--- config.mk ---
export PLATFORM = sky130hd
export DESIGN_NAME = io_write_arbiter
export DESIGN_NICKNAME = d
export VERILOG_FILES = /design/src/rtl/io_write_arbiter.sv
export SDC_FILE = /design/constraint.sdc
export NUM_CORES = 1
export LEC_CHECK = 0
export ABC_AREA = 1
export BUFFER_PORTS_ARGS = -buffer_cell sky130_fd_sc_hd__buf_2
export CORE_AREA = 2 2 105 107
export DETAILED_ROUTE_END_ITERATION = 6
export DIE_AREA = 0 0 107 109
export MAX_ROUTING_LAYER = met4
export PLACE_DENSITY = 0.78
export SLEW_MARGIN = 10
export SYNTH_ARGS = -nofsm -noshare
export SYNTH_HDL_FRONTEND = slang
export SYNTH_SLANG_ARGS = --single-unit
export TNS_END_PERCENT = 100
--- constraint.sdc ---
create_clock -name io_clk -period 3.62 [get_ports io_clk]
set_input_delay 0.362 -clock io_clk [delete_from_list [all_inputs] [get_ports io_clk]]
set_output_delay 0.362 -clock io_clk [all_outputs]
set_load 0.02 [all_outputs]
--- src/rtl/io_write_arbiter.sv ---
// Three-requester round-robin arbiter feeding single-cycle writes into the
// output-port register block; illegal word addresses are granted but flagged.

module io_write_lane #(
   parameter logic [5:0] PORT_FIRST = 6'h20,
   parameter logic [5:0] PORT_LAST  = 6'h22
) (
   input  logic [5:0] word,
   output logic       legal
);
   assign legal = (word >= PORT_FIRST) && (word <= PORT_LAST);
endmodule

module io_write_arbiter #(
   parameter logic [5:0] PORT_FIRST = 6'h20,
   parameter logic [5:0] PORT_LAST  = 6'h22
) (
   input  logic        io_clk,
   input  logic        clr,
   input  logic [2:0]  req,
   input  logic [31:0] addr0,
   input  logic [31:0] addr1,
   input  logic [31:0] addr2,
   input  logic [31:0] data0,
   input  logic [31:0] data1,
   input  logic [31:0] data2,
   output logic [2:0]  gnt,
   output logic        err,
   output logic [31:0] io_addr,
   output logic [31:0] io_data,
   output logic        write_io_enable,
   output logic        busy
);
   localparam int NUM_REQ = 3;

   typedef enum logic {IDLE, WRITE} state_t;

   state_t                         state;
   logic   [1:0]                   ptr;
   logic   [NUM_REQ-1:0][31:0]     addr_vec;
   logic   [NUM_REQ-1:0][31:0]     data_vec;
   logic   [NUM_REQ-1:0]           legal;
   logic   [1:0]                   win;
   logic   [1:0]                   ptr_nxt;
   logic                           found;

   assign addr_vec = {addr2, addr1, addr0};
   assign data_vec = {data2, data1, data0};

   // Legality only looks at the word address; byte offset and page bits pass through.
   genvar i;
   generate
      for (i = 0; i < NUM_REQ; i++) begin : g_lane
         io_write_lane #(.PORT_FIRST(PORT_FIRST), .PORT_LAST(PORT_LAST)) u_lane (
            .word  (addr_vec[i][7:2]),
            .legal (legal[i])
         );
      end
   endgenerate

   // Search P, P+1, P+2 (mod 3); first requester found wins.
   always_comb begin
      logic [2:0] idx;
      win   = 2'd0;
      found = 1'b0;
      idx   = 3'd0;
      for (int k = 0; k < NUM_REQ; k++) begin
         idx = {1'b0, ptr} + 3'(k);
         if (idx >= 3'd3) idx = idx - 3'd3;
         if (!found && req[idx[1:0]]) begin
            found = 1'b1;
            win   = idx[1:0];
         end
      end
      ptr_nxt = (win == 2'd2) ? 2'd0 : win + 2'd1;
   end

   always_ff @(posedge io_clk or posedge clr) begin
      if (clr) begin
         state           <= IDLE;
         ptr             <= 2'd0;
         gnt             <= 3'b000;
         err             <= 1'b0;
         write_io_enable <= 1'b0;
         busy            <= 1'b0;
         io_addr         <= 32'd0;
         io_data         <= 32'd0;
      end else begin
         case (state)
            IDLE: begin
               gnt             <= 3'b000;
               err             <= 1'b0;
               write_io_enable <= 1'b0;
               busy            <= 1'b0;
               if (found) begin
                  state           <= WRITE;
                  gnt             <= 3'b001 << win;
                  io_addr         <= addr_vec[win];
                  io_data         <= data_vec[win];
                  write_io_enable <= legal[win];
                  err             <= ~legal[win];
                  busy            <= 1'b1;
                  ptr             <= ptr_nxt;
               end
            end
            WRITE: begin
               // Pending requests wait; this cycle only retires the write.
               state           <= IDLE;
               gnt             <= 3'b000;
               err             <= 1'b0;
               write_io_enable <= 1'b0;
               busy            <= 1'b0;
            end
            default: state <= IDLE;
         endcase
      end
   end
endmodule

==> impl_metrics.ini <==
[place]
globalplace.congestion = 0.903
placed_cells = 1132
hpwl_mm = 10.9
postPlaceCellArea_sq_mm = 0.00611
io_buffers = 266

[clocking]
ctsResizeCount = 0
ctsHtreeMaxLevel = 3
cts-buffers-inserted = 9
clock_sinks = 72
clockBufferDepth = 2
clk_latency_ns = 0.34
cts_setup_buffers = 0
cts_tree = yes
cts_root_buffer = clkbuf_8
cts_hold_buffers = 0
cts.clk_slew.worst_paths_ns = 0.08

[logic_synthesis]
yosysTopAreaCellShare_pct = 38.2
synth_edf_count = 0
synth.distinct_cells = 26
synth_compound_gate_area_share_pct = 4.99
synthTopCellsByCount = nand2_1 (317), nor2_1 (105), nand3_1 (86)
avgSynthCellArea_sq_um = 6.26
ys_seq_area_share_pct = 38.2
yosysMostFrequentCell = nand2_1
synthesis.nets = 954
synth_warnings = 0
synthMuxAreaShare_pct = 0
synthArstFlopShare_pct = 100
synth_seq_cells = 72
synth_top_family_by_area = simple AND/OR/NAND/NOR gates
synth-xor-area-share_pct = 0
syn-cell-area_sq_mm = 0.00471
yosys.area.top_type = dfrtp_1
yosys.area_share.simple_pct = 46.1
synthTopCellsByArea = dfrtp_1 (38%), nand2_1 (25%), nand3_1 (9.1%), nor2_1 (8.4%), inv_1 (4.8%)
synth_cells = 753
synthAdderAreaFrac_pct = 1.06
synth_ff_type = dfrtp_1

[flow_run]
max_cap_viol_count = 0

[worst_setup_path]
cp_common_cell = nand2_1
cp_data_required_time_ns = 3.90
crit_slowest_cell = nand2_4
critPathMaxFanout = 35
cp_data_arrival_time_ns = 3.11
crit_path_end_kind = flop
worstPathCellList = inv_1, ha_1, inv_2, nand2_1, nand3_1, nand2_1, nand4_4, nand2_4, nand3_2, nor2_1, nor2_1, nand2_1
start_kind = flop
max_stage_delay_ns = 0.49
critPathKind = reg -> reg

[hold_path]
holdCritPathClass = in -> async

[floorplan]
initial_core_util_pct = 44.5
die_w_um = 107
die_area_sq_mm = 0.0117
row_count = 38
core_area_sq_mm = 0.0106
ioPinCount = 267
fp.dieH_um = 109

[grt]
grt_pass1_vias = 4860
grt_max_degree = 50
grt_pass1_wl_mm = 23.1
track_usage_pct = 25.9
antenna_found_initial = 2
grt.overflow.total = 0

[timing]
setup-violations-final = 0
rsz0062_at_grt = no
finalHoldViolCount = 0
tightest_slew_ns = 0.864
tns_ns = 0
min_period_ns = 2.82
fmax_mhz = 354
maxSlewViolCount = 0
hold_slack_ns = 0.146
slew-limit-headroom_pct = 42.4
skew_ns = 0.00708
min_period_over_period_pct = 78.0

[power_and_ir_drop]
p_per_area_mw_per_mm2 = 1170
peakVddDrop_mv = 0.546
total_leakage_power_nw = 3.84

[routing]
routedWlPerCell_um = 13.0
viasPerCell = 4.75
vias = 5458
routed.top_layer = met4
drt-initial-drc-count = 335
routed_wl_mm = 14.9
met3_length_mm = 1.08
dr.pass1.iters = 5
drtAntennaViolNets = 0
wl_met1_mm = 6.31
wl_met2_mm = 7.22
drc = 0

[cells_and_area]
final_nets = 1204
drive_above_1_share_pct = 31.2
synthToLayoutAreaGrowth_pct = 34.4
instances_no_fill = 1150
design_area_sq_mm = 0.00634

[status]
status = complete, no violations
[metal layers]
layer / global-route usage (%) / vias up
met5: - / -
met4: 9.37 / 0
met3: 4.12 / 23
met2: 43.7 / 246
met1: 31.5 / 2373
li1: - / 2816
[cell type report]
class,count,area (sq um)
Sequential cell,72,1800
Tap cell,140,175
Inverter,65,246
Timing Repair Buffer,279,1430
Fill cell,1075,4270
Clock buffer,14,183
Clock inverter,2,35.0
Multi-Input combinational cell,576,2460
Antenna cell,2,5.00
[state kept, by name, indices dropped and copies added (netlist names)]
signal and cells:
err 1, gnt 3, io_addr 32, io_data 32
ptr 2, state 1, write_io_enable 1
[cell families after synthesis]
family,after synthesis
fa+ha+maj,4
simple gates,527
compound gates,45
buf+inv,105
flops,72
[path summary, 6_finish.rpt]
| path | start | end | slack, ns | cells past startpoint |
|---|---|---|---|---|
| max in group asynchronous | clr | io_addr[15] | 2.60 | 3 |
| max reg2reg | ptr[0] | io_addr[4] | 0.80 | 12 |
| min | clr | io_data[11] | 0.15 | 2 |
| max | ptr[0] | io_addr[4] | 0.80 | 12 |
| min in group io_clk | data1[26] | io_data[26] | 0.30 | 5 |
| min reg2reg | io_data[7] | io_data[7] | 0.51 | 2 |
[critical path: cells and delay by family, from the launching register on]
kind / cells / cell delay, ns
simple gates: 9 / 1.79
buf+inv: 2 / 0.19
flops: 1 / 0.37
fa+ha+maj: 1 / 0.41
[layout by cell type, fill, tap and decap left out, types with 2 or more instances in the layout]
cell      Yosys  routed
nand3_2       2       2
nor2_2        3       2
clkbuf_8      0      13
buf_2        19     266
nand4_1       2       2
inv_1        60      59
ha_1          4       4
nand2_1     317     317
diode_2       0       2
buf_4        10      13
nand2_4       3       3
nand3_1      86      86
a21oi_1      37      37
o21ai_1       3       3
a31oi_1       2       2
nor3_1        3       3
dfrtp_1      72      72
inv_2         5       4
nand2_2       3       3
nor2_4        1       2
clkinv_2      0       3
nor2_1      105     105
[power breakdown]
part           total [mW]  leakage (nW)  switching (mW)  internal [mW]
registers            1.46         0.860           0.201           1.26
logic                5.28          2.87            3.62           1.66
clock network       0.690         0.113           0.296          0.393
[per-stage QoR]
step | util [%] | worst slack (ns) | power, mW
finish | 59.8 | 0.796 | 7.43
detailed placement | 57.7 | 0.790 | 6.79
global placement | 57.7 | 0.852 | 6.70
floorplan | - | 1.43 | 5.50
CTS | 59.7 | 0.771 | 7.49
global route | 59.8 | 0.502 | 8.24
Note: power is estimated with default switching activity, not from simulation.
